[config.mk]
export PLATFORM = sky130hd
export DESIGN_NAME = regfile_scoreboard
export DESIGN_NICKNAME = d
export VERILOG_FILES = /design/src/rtl/rv_pkg.sv /design/src/rtl/wb_rr_arbiter.sv /design/src/rtl/regfile_scoreboard.sv
export SDC_FILE = /design/constraint.sdc
export NUM_CORES = 1
export LEC_CHECK = 0
export ABC_AREA = 1
export CAP_MARGIN = 20
export CORE_UTILIZATION = 48
export CTS_BUF_LIST = sky130_fd_sc_hd__clkbuf_2
export CTS_CLUSTER_SIZE = 8
export DETAILED_ROUTE_END_ITERATION = 12
export PLACE_DENSITY = 0.89
export REMOVE_ABC_BUFFERS = 1
export SYNTH_ARGS = -nofsm -noshare
export SYNTH_HDL_FRONTEND = slang
export SYNTH_SLANG_ARGS = --single-unit
[constraint.sdc]
create_clock -name clk -period 8.9 [get_ports clk]
set_input_delay 1.78 -clock clk [delete_from_list [all_inputs] [get_ports clk]]
set_output_delay 1.78 -clock clk [all_outputs]
set_load 0.005 [all_outputs]
[src/rtl/rv_pkg.sv]
// ============================================================================
// Module   : rv_pkg
// Brief    : Shared integer-core types: data width, register count, wb sources.
// Revision : 1.0 - initial release
// ============================================================================
`default_nettype none

package rv_pkg;

  localparam int XLEN = 32;
  localparam int NREG = 32;

  typedef logic [4:0] reg_addr_t;

  typedef enum logic {
    WB_ALU = 1'b0,
    WB_MEM = 1'b1
  } wb_src_e;

endpackage

`default_nettype wire

[src/rtl/wb_rr_arbiter.sv]
// ============================================================================
// Module   : wb_rr_arbiter
// Brief    : Two-way round-robin grant between ALU and load writeback paths.
// Revision : 1.0 - initial release
// ============================================================================
`default_nettype none

module wb_rr_arbiter
  import rv_pkg::*;
(
  input  logic    clk,
  input  logic    reset,
  input  logic    alu_valid,
  input  logic    mem_valid,
  output logic    alu_grant,
  output logic    mem_grant,
  output wb_src_e last_grant
);

  wb_src_e r_last_grant;
  logic    w_alu_grant;
  logic    w_mem_grant;

  // On contention the source that did not win last time gets the port.
  always_comb begin
    w_alu_grant = alu_valid & (~mem_valid | (r_last_grant == WB_MEM));
    w_mem_grant = mem_valid & (~alu_valid | (r_last_grant == WB_ALU));
  end

  always_ff @(posedge clk) begin
    if (reset) begin
      r_last_grant <= WB_MEM;
    end else if (w_alu_grant) begin
      r_last_grant <= WB_ALU;
    end else if (w_mem_grant) begin
      r_last_grant <= WB_MEM;
    end
  end

  assign alu_grant  = w_alu_grant;
  assign mem_grant  = w_mem_grant;
  assign last_grant = r_last_grant;

endmodule

`default_nettype wire

[src/rtl/regfile_scoreboard.sv]
// ============================================================================
// Module   : regfile_scoreboard
// Brief    : RAW/WAW hazard scoreboard and shared register-file write port.
// Revision : 1.0 - initial release
// ============================================================================
`default_nettype none

module regfile_scoreboard #(
  parameter int XLEN = rv_pkg::XLEN,
  parameter int NREG = rv_pkg::NREG
) (
  input  logic               clk,
  input  logic               reset,
  input  logic               issue_valid,
  output logic               issue_ready,
  input  rv_pkg::reg_addr_t  issue_rs1,
  input  rv_pkg::reg_addr_t  issue_rs2,
  input  rv_pkg::reg_addr_t  issue_rd,
  input  logic               issue_writes_rd,
  input  logic               alu_wb_valid,
  output logic               alu_wb_ready,
  input  rv_pkg::reg_addr_t  alu_wb_rd,
  input  logic [XLEN-1:0]    alu_wb_data,
  input  logic               mem_wb_valid,
  output logic               mem_wb_ready,
  input  rv_pkg::reg_addr_t  mem_wb_rd,
  input  logic [XLEN-1:0]    mem_wb_data,
  output rv_pkg::reg_addr_t  rf_write_address,
  output logic [XLEN-1:0]    rf_write_data,
  output logic               rf_write_enable,
  output logic [NREG-1:0]    busy,
  output logic [5:0]         inflight_count
);

  import rv_pkg::*;

  localparam logic [NREG-1:0] C_ONE = {{(NREG-1){1'b0}}, 1'b1};

  logic [NREG-1:0] r_busy;
  logic [5:0]      r_count;

  logic            w_alu_grant;
  logic            w_mem_grant;
  wb_src_e         w_last_grant;
  logic            w_wb_fire;
  reg_addr_t       w_wb_rd;
  logic [XLEN-1:0] w_wb_data;
  logic            w_hazard;
  logic            w_set;
  logic            w_clr;
  logic [NREG-1:0] w_set_mask;
  logic [NREG-1:0] w_clr_mask;
  logic [NREG-1:0] w_wb_mask;

  wb_rr_arbiter u_arb (
    .clk        (clk),
    .reset      (reset),
    .alu_valid  (alu_wb_valid),
    .mem_valid  (mem_wb_valid),
    .alu_grant  (w_alu_grant),
    .mem_grant  (w_mem_grant),
    .last_grant (w_last_grant)
  );

  always_comb begin
    w_wb_fire  = w_alu_grant | w_mem_grant;
    w_wb_rd    = w_alu_grant ? alu_wb_rd   : mem_wb_rd;
    w_wb_data  = w_alu_grant ? alu_wb_data : mem_wb_data;

    // No bypass: a source being written this cycle is still busy until the edge.
    w_hazard   = r_busy[issue_rs1] | r_busy[issue_rs2] |
                 (issue_writes_rd & r_busy[issue_rd]);

    w_set      = issue_valid & ~w_hazard & issue_writes_rd & (issue_rd != '0);
    w_clr      = w_wb_fire & (w_wb_rd != '0) & r_busy[w_wb_rd];
    w_set_mask = w_set     ? (C_ONE << issue_rd) : '0;
    w_clr_mask = w_clr     ? (C_ONE << w_wb_rd)  : '0;
    w_wb_mask  = w_wb_fire ? (C_ONE << w_wb_rd)  : '0;
  end

  // Set is applied after clear so a same-index collision leaves the bit set.
  always_ff @(posedge clk) begin
    if (reset) begin
      r_busy  <= '0;
      r_count <= '0;
    end else begin
      r_busy  <= (r_busy & ~w_clr_mask) | w_set_mask;
      r_count <= r_count + {5'd0, w_set} - {5'd0, w_clr};
    end
  end

  assign issue_ready      = ~w_hazard;
  assign alu_wb_ready     = w_alu_grant;
  assign mem_wb_ready     = w_mem_grant;
  assign rf_write_address = w_wb_rd;
  assign rf_write_data    = w_wb_data;
  assign rf_write_enable  = w_wb_fire & (w_wb_rd != '0);
  assign busy             = r_busy;
  assign inflight_count   = r_count;

`ifndef SYNTHESIS
  // Registers in flight across a reset may legitimately write back un-busy.
  logic [NREG-1:0] r_orphan;
  always_ff @(posedge clk) begin
    if (reset) begin
      r_orphan <= r_orphan | r_busy;
    end else begin
      r_orphan <= r_orphan & ~w_wb_mask & ~w_set_mask;
      if (w_wb_fire && (w_wb_rd != '0)) begin
        assert (r_busy[w_wb_rd] || r_orphan[w_wb_rd])
          else $error("writeback to non-busy register x%0d (last_grant=%0d)",
                      w_wb_rd, w_last_grant);
      end
    end
  end
`endif

endmodule

`default_nettype wire

; Yosys cells after proc, flatten, opt, wreduce, memory -nomap -nowiden
; Index checks and enable logic that the tools add are counted.
[classes]
add_sub_neg = 2
order_cmp = 4
shifts = 2
n_mux = 14
bitwise_logic = 20
n_reduce_logical = 3
[op_table]
columns = op, n
row1 = 32-bit 2-to-1 mux, 3
row2 = 1-bit by 5-bit << shifter with 32-bit output (first input constant), 2
row3 = 32-bit AND, 1
row4 = 32-bit inverter, 1
row5 = 32-bit bitwise OR, 1
row6 = 5-bit by 6-bit less-than comparator with 1-bit output (second input constant), 4
row7 = 1-bit binary-select mux with 5-bit select, 4
row8 = 5-bit nonzero test, 2
row9 = 1-bit AND, 8
row10 = 6-bit by 1-bit adder with 6-bit output, 1
row11 = 1-bit 2-to-1 mux, 6
row12 = 6-bit by 1-bit subtractor with 6-bit output, 1
row13 = 5-bit 2-to-1 mux, 1
row14 = 1-bit bitwise OR, 5
row15 = 1-bit inverter, 4
row16 = 2-bit nonzero test, 1
[word_totals]
ff_bits = 39
input_bits = 95
output_inout_bits = 79
word_cells = 48

; Longest topological paths before layout
[depth]
ltp_word = 11
ltp_mapped = 28
depth_no_buf = 26

; Hierarchy
; Synthesis repeated with hierarchy kept, for this count alone.
[unflattened]
hier_cells = 780
hier_area_um2 = 4275.4
[modules_own_cells]
columns = mod, n_inst, cells_each, area_per_inst_um2, seq_area_each_um2
row1 = regfile_scoreboard, 1, 770, 4219.0, 760.7
row2 = wb_rr_arbiter, 1, 10, 56.3, 20.0

; Worst setup path after synthesis
; No wires, ideal clock.
[synth_timing]
kind = input-to-output
start = in mem_wb_valid
end = out rf_write_enable
arrival_ns = 2.931
required_ns = 7.120
slack_ns = 4.189
cell_stages = 11
path_buffers = 3
path_cell_list = inv_1 -> nand2_2 -> nand2_2 -> buf_6 -> or2_1 -> o21ai_2 -> buf_6 -> nand3_2 -> o22ai_2 -> inv_2 -> buf_6
[synth_via]
elab_chain_cells = 6
word_cells_on_any_way = 8
cone_classes = 1 x mux / 6 x bitwise / 1 x reduce/logical
[synth_rtl]
columns = item, line
row1 = start: declaration, regfile_scoreboard.sv:24  ; input logic mem_wb_valid,
row2 = 1-bit inverter, wb_rr_arbiter.sv:26  ; w_alu_grant = alu_valid & (~mem_valid | (r_last_grant == WB_MEM));
row3 = 1-bit bitwise OR, wb_rr_arbiter.sv:26
row4 = 1-bit AND, wb_rr_arbiter.sv:26
row5 = 5-bit 2-to-1 mux, regfile_scoreboard.sv:67  ; w_wb_rd = w_alu_grant ? alu_wb_rd : mem_wb_rd;
row6 = 5-bit nonzero test, regfile_scoreboard.sv:97  ; assign rf_write_enable = w_wb_fire & (w_wb_rd != '0);
row7 = 1-bit AND (*), regfile_scoreboard.sv:97
row8 = end: declaration, regfile_scoreboard.sv:30  ; output logic rf_write_enable,
; Mark *: on every way between the ends. The rest lies on a longest branch, timed or not.

; Worst setup path after layout
[layout_timing]
start = in alu_wb_valid
end = out rf_write_enable
[layout_via]
elab_chain_cells = 5
word_cells_on_any_way = 8
cone_classes = 1 x mux / 6 x bitwise / 1 x reduce/logical
[layout_rtl]
columns = item, line
row1 = start: declaration, regfile_scoreboard.sv:20  ; input logic alu_wb_valid,
row2 = 1-bit inverter, wb_rr_arbiter.sv:27  ; w_mem_grant = mem_valid & (~alu_valid | (r_last_grant == WB_ALU));
row3 = 1-bit bitwise OR, wb_rr_arbiter.sv:27
row4 = 1-bit AND, wb_rr_arbiter.sv:27
row5 = 1-bit bitwise OR, regfile_scoreboard.sv:66  ; w_wb_fire = w_alu_grant | w_mem_grant;
row6 = 1-bit AND (*), regfile_scoreboard.sv:97
; Marks and branches as above.

==> metrics.csv <==
stage,metric,value,unit
layout,fill_cells,754,
logic_synthesis,synth_edf_count,0,
layout,n_antenna_cell,0,
placement,gp_congestion,1.03,
detailed_routing,drt_first_pass_iters,6,
detailed_routing,via_count,5655,
critical_path,arrival,5280,ps
layout,syn2layout_area_growth,40.4,%
logic_synthesis,postSynth.asyncResetShare,0,
detailed_routing,drc,0,
grt,grt_max_degree,40,
die,die_w,94.3,µm
die,die_area,8890,µm²
detailed_routing,ant_nets,0,
pwr,ir_drop,0.214,mV
sta,relSlewSlack,0.479,
sta,whs,552,ps
pwr,internal_power,0.390,mW
grt,grt_pass1_wl,26.4,mm
clock_tree,cts_tree,built,
worst_hold_path,hp-class,reg -> reg,
pwr,pwr-share-clk,0.165,
run,drv_cap,0,
logic_synthesis,ys_warn_count,0,
detailed_routing,wire_per_inst,17.3,µm
logic_synthesis,yosys_register_bits,39,
pwr,combPwrFrac,0.525,
grt,grt_pass1_vias,5129,
critical_path,cp_data_required_time,7120,ps
placement,port_buffers,173,
clock_tree,postCtsSetupRepairBufs,0,
sta,setup-violations-final,0,
critical_path,crit_fanout,39,
clock_tree,cts_buffer_depth,2,
detailed_routing,totalWireLength,17.1,mm
pwr,switchingPower,0.259,mW
logic_synthesis,synth_common_cells,"263 x nand2_1, 125 x nand3_1, 79 x inv_1",
logic_synthesis,ys_seq_area_frac,0.191,
critical_path,endpoint_kind,primary output,
logic_synthesis,ys.flop_type,dfxtp_1,
sta,layout_min_cycle_time,7060,ps
logic_synthesis,yosysTopAreaCellShare,0.241,
critical_path,cp-start-kind,primary input,
clock_tree,hold_buffers,0,
logic_synthesis,ys_types,33,
logic_synthesis,yosys-top-cells-area,"nand2_1 24%, dfxtp_1 19%, nand3_1 15%, inv_1 7.2%, a21oi_1 5.8%",
detailed_routing,vias_per_cell,5.69,
logic_synthesis,synth_area_per_cell,5.47,µm²
clock_tree,htree_levels,2,
logic_synthesis,yosysMostFrequentCell,nand2_1,
critical_path,slowest_stage,inv_2,
critical_path,path_class,in -> out,
sta,finalHoldViolCount,0,
logic_synthesis,yosys.area.top_type,nand2_1,
clock_tree,clk_latency,430,ps
die,pin_count,174,
sta,maxSlewViolCount,0,
grt,grt_use_total,0.388,
detailed_routing,drtIter0Drc,479,
critical_path,rrSetupSlack,3900,ps
pwr,seqPwrFrac,0.310,
critical_path,cp.buffers_inverters,5,
die,die_h,94.3,µm
clock_tree,cts_sinks,39,
die,start_util,0.498,
die,core-area,8220,µm²
pwr,swShare,0.399,
sta,setup_tns,0,ps
clock_tree,clkTransAtPathRegs,190,ps
critical_path,worstPathCellList,"clkdlybuf4s50_1, nand2_2, nand2_2, inv_2, o21a_1, buf_4, o22ai_2, inv_2, clkdlybuf4s50_1",
sta,tightest_slew,779,ps
pwr,leakage,2.49,nW
grt,antenna_found_initial,1,
clock_tree,root_buffer,clkbuf_2,
pwr,p_per_area,113,nW/µm²
layout,fin_nets,989,
layout,drive_gt1_frac,0.0383,
clock_tree,numCtsBuffers,5,
sta,period_share,0.793,
sta,fin_skew,40.7,ps
sta,max_freq,0.142,GHz
die,rows,33,
critical_path,path_delay_family,buffers and inverters,
grt,grt_overflow,0,
sta,grt_setup_unrepaired,false,
run_status,status,"finished, final reports clean",
clock_tree,cts_resized,0,
placement,dp_hpwl,12.9,mm
critical_path,slowest_delay,650,ps
logic_synthesis,synth_cells,748,
logic_synthesis,netlist_area,4090,µm²
[state kept, by name (all words and copies together), names as in the netlist]
register and cells:
busy 32, u_arb.last_grant 1, inflight_count 6
[cell type report]
class / instances / area, µm² / area share
multi-input cells: 580 / 2700 / 0.470
repair buffers: 175 / 1750 / 0.304
flip-flops and latches: 39 / 781 / 0.136
inverters: 86 / 323 / 0.0562
well taps: 105 / 131 / 0.0229
clock inverters: 3 / 38.8 / 0.00675
clock buffers: 5 / 25.0 / 0.00436
[cell families after synthesis]
group	Yosys count	synth area share
xor gates and xnor gates	1	0.00214
adders and majority gates	7	0.0232
DFF	39	0.191
buffers and inverters	129	0.149
AOI/OAI and AO/OA	72	0.0991
and+or+nand+nor	500	0.535
[power by group through the flow]
stage | sequential (mW) | clock [mW] | combinational, mW
floorplan | 0.202 | 0 | 0.171
global placement | 0.204 | 0 | 0.319
detailed placement | 0.205 | 0 | 0.335
CTS | 0.201 | 0.107 | 0.337
global route | 0.203 | 0.114 | 0.378
finish | 0.201 | 0.107 | 0.341
[layer usage]
| metal | up-vias | GRT usage | part of all wire |
|---|---|---|---|
| met5 | - | 0 | 0.00076 |
| met4 | 2 | 0.231 | 0.062 |
| met3 | 91 | 0.0583 | 0.11 |
| met2 | 376 | 0.633 | 0.45 |
| met1 | 2487 | 0.480 | 0.38 |
| li1 | 2699 | - | - |
[tightest hold or removal path: cells and delay by family (launching register included)]
family	cells	cell delay, ps
DFF	1	400
and+or+nand+nor	1	80
AOI/OAI and AO/OA	1	50
[final timing paths]
path	startpoint	endpoint	depth (start not counted)
hold reg to reg	busy[11]	busy[11]	2
setup reg to reg	u_arb.last_grant	inflight_count[4]	19
hold / removal	busy[11]	busy[11]	2
setup / recovery	alu_wb_valid	rf_write_enable	9
[per-stage QoR]
stage / total power, mW / util / cells / setup slack [ps] / cell area, µm²
after detailed placement: 0.540 / 0.691 / 985 / 1920 / 5680
after CTS: 0.645 / 0.699 / 993 / 1900 / 5740
after global placement: 0.523 / 0.691 / 985 / 2040 / 5680
after global routing: 0.696 / 0.699 / 993 / 1610 / 5740
after floorplan: 0.374 / - / 705 / 3200 / 3800
final: 0.649 / 0.699 / 993 / 1840 / 5740
[placed cells by master, fill, tap and decap left out, drive strengths merged]
cell type | synthesis | routed
clkinv | 2 | 4
and2 | 1 | 1
or2 | 3 | 3
a211oi | 1 | 1
a22oi | 1 | 1
o211ai | 6 | 6
clkbuf | 13 | 5
nor3 | 4 | 4
bufinv | 0 | 1
o21a | 1 | 1
clkdlybuf4s50 | 0 | 173
fa | 1 | 1
o21ai | 15 | 15
xor2 | 1 | 1
nor2 | 59 | 59
dfxtp | 39 | 39
a21oi | 47 | 47
buf | 30 | 2
o22ai | 1 | 1
ha | 6 | 6
inv | 84 | 84
nand2 | 272 | 272
nand4 | 33 | 33
nand3 | 128 | 128
Power figures use the tool's default switching activity.
==> RTL edit, RTL diff (same settings) <==
`XLEN`: 32 -> 28.
--- a/src/rtl/rv_pkg.sv
+++ b/src/rtl/rv_pkg.sv
@@ -7,7 +7,7 @@
 
 package rv_pkg;
 
-  localparam int XLEN = 32;
+  localparam int XLEN = 28;
   localparam int NREG = 32;
 
   typedef logic [4:0] reg_addr_t;
Interface: changed (resized alu_wb_data, mem_wb_data and rf_write_data); port bits go from 174 to 162. The function was not compared with the original's and may differ.
==> RTL edit against the original RTL <==
  * Largest cell class unchanged
  * Total power decreased by 2.3%
  * Setup slack got worse by 0.0024 ns
  * Design area decreased by 3.0%
  * Maximum frequency about the same
  * First-iteration DRC count increased by 8.4%
  * Hold slack got worse by 0.032 ns
  * Largest power group unchanged
  * Sequential cell count unchanged
  * Synthesized area decreased by 2.3%
  * Register-to-register slack improved by 0.10 ns
  * Wire length decreased by 6.3%
==> RTL edit: results (changes against the original RTL) <==
status: "complete, no violations"
holdCritStartpoint: "busy[25]"
cts-htree-levels: 2  # unchanged
reg2reg_from: "u_arb.last_grant"
grt_pass1_wl_um: 25200  # -4.6%
crit_slowest_cell: "o21ai_1"
largest_reg_flops: 32  # unchanged
dr.pass1.iters: 6  # unchanged
num_vias: 5470  # -3.3%
cp_max_fo: 33  # -15%
synthAdderAreaFrac: 0.0238  # +0.000538
synth_common_cells: "nand2_1, nand3_1, inv_1, nor2_1, a21oi_1"
irDropWorstVdd_v: 0.000185  # -14%
hpwlAfterDp_um: 12700  # -1.8%
drive_gt1_frac: 0.0405  # +0.00222
drt-initial-drc-count: 519  # +8.4%
n_fill_cell: 693  # -8.1%
seq_area_frac_synth: 0.195  # +0.00442
grt_use_total: 0.372  # -0.0163
synth.top_cells.by_area: "nand2_1, dfxtp_1, nand3_1"
ys_types: 34  # +3.0%
postSynth.asyncResetShare: 0  # unchanged
max_stage_delay_ns: 0.76  # +0.11 ns
r2r_cells: 19  # unchanged
synth_compound_area_frac: 0.0986  # -0.000521
clock_skew_ns: 0.00797  # -0.0327 ns
cts.repair.resized: 0  # unchanged
cts_root_buf: "clkbuf_2"
synthXorXnorAreaFrac: 0.00219  # +0.0000496
ys.warnings.count: 0  # unchanged
grt_max_degree: 37  # -7.5%
tightest_slew_ns: 0.803  # +0.0236 ns
antenna_found_initial: 0  # -1
p_leak_nw: 2.42  # -3.0%
grt_pass1_vias: 4992  # -2.7%
final_nets: 957  # -3.2%
gp_congestion: 0.995  # -2.9%
cts.clk_slew.worst_paths_ns: 0.21  # +0.02 ns
drt-wirelength-per-cell_um: 16.6  # -3.7%
io_buffers: 161  # -6.9%
clock_latency_ns: 0.39  # -0.04 ns
numCtsBuffers: 5  # unchanged
post_cts_buffers: 0  # unchanged
## RTL edit: cell types whose count changed after synthesis, sizes merged
cell	unedited run	this run
nand2	272	259
nor2	59	61
a21oi	47	46
o21ai	15	16
inv	84	83
buf	30	31
## RTL edit: logic make-up (layout without fill, tap and decap cells)
group                      after synthesis  after routing
AOI/OAI and AO/OA                       72             72
adders and majority gates                7              7
xor gates and xnor gates                 1              1
and+or+nand+nor                        489            489
buffers and inverters                  129            256
DFF                                     39             39
## RTL edit: layout make-up
| class | instances | area (um2) | area share |
|---|---|---|---|
| Tap cell | 102 | 128 | 0.0229 |
| Clock buffer | 5 | 25.0 | 0.00449 |
| Multi-Input combinational cell | 569 | 2660 | 0.477 |
| Timing Repair Buffer | 163 | 1630 | 0.292 |
| Clock inverter | 3 | 38.8 | 0.00696 |
| Inverter | 85 | 319 | 0.0572 |
| Sequential cell | 39 | 781 | 0.140 |
## RTL edit: worst paths after layout
| check | slack, ns | endpoint |
|---|---|---|
| hold / removal | 0.52 | busy[25] |
| hold reg to reg | 0.52 | busy[25] |
| setup reg to reg | 4.00 | inflight_count[4] |
| setup / recovery | 1.84 | rf_write_enable |
## RTL edit: report_power, final
| part | internal [W] | switching [W] |
|---|---|---|
| clock network | 0.0000462 | 0.0000612 |
| logic | 0.000145 | 0.000181 |
| registers | 0.000188 | 0.0000127 |
| total | 0.000379 | 0.000255 |
## RTL edit: stage by stage
step	area [um2]	cells	power, W	utilization	setup WS, ns
final	5570	966	0.000634	0.707	1.84
after global routing	5570	966	0.000673	0.707	1.57
after CTS	5570	966	0.000628	0.707	1.95
after detailed placement	5510	958	0.000522	0.699	1.96
after global placement	5510	958	0.000504	0.699	2.14
after floorplan	3760	693	0.000365	-	3.50
## RTL edit: per-layer routing
layer / track usage / share of wire / vias to the layer above
li1: - / - / 2632
met1: 0.465 / 0.39 / 2430
met2: 0.631 / 0.47 / 363
met3: 0.0585 / 0.11 / 45
met4: 0.158 / 0.036 / 0
met5: 0 / 0 / -
## RTL edit: worst min-delay path, cell delays in order, from the launching register on
cell and delay [ns]:
dfxtp_1 0.38, nand2_1 0.07, a21oi_1 0.06
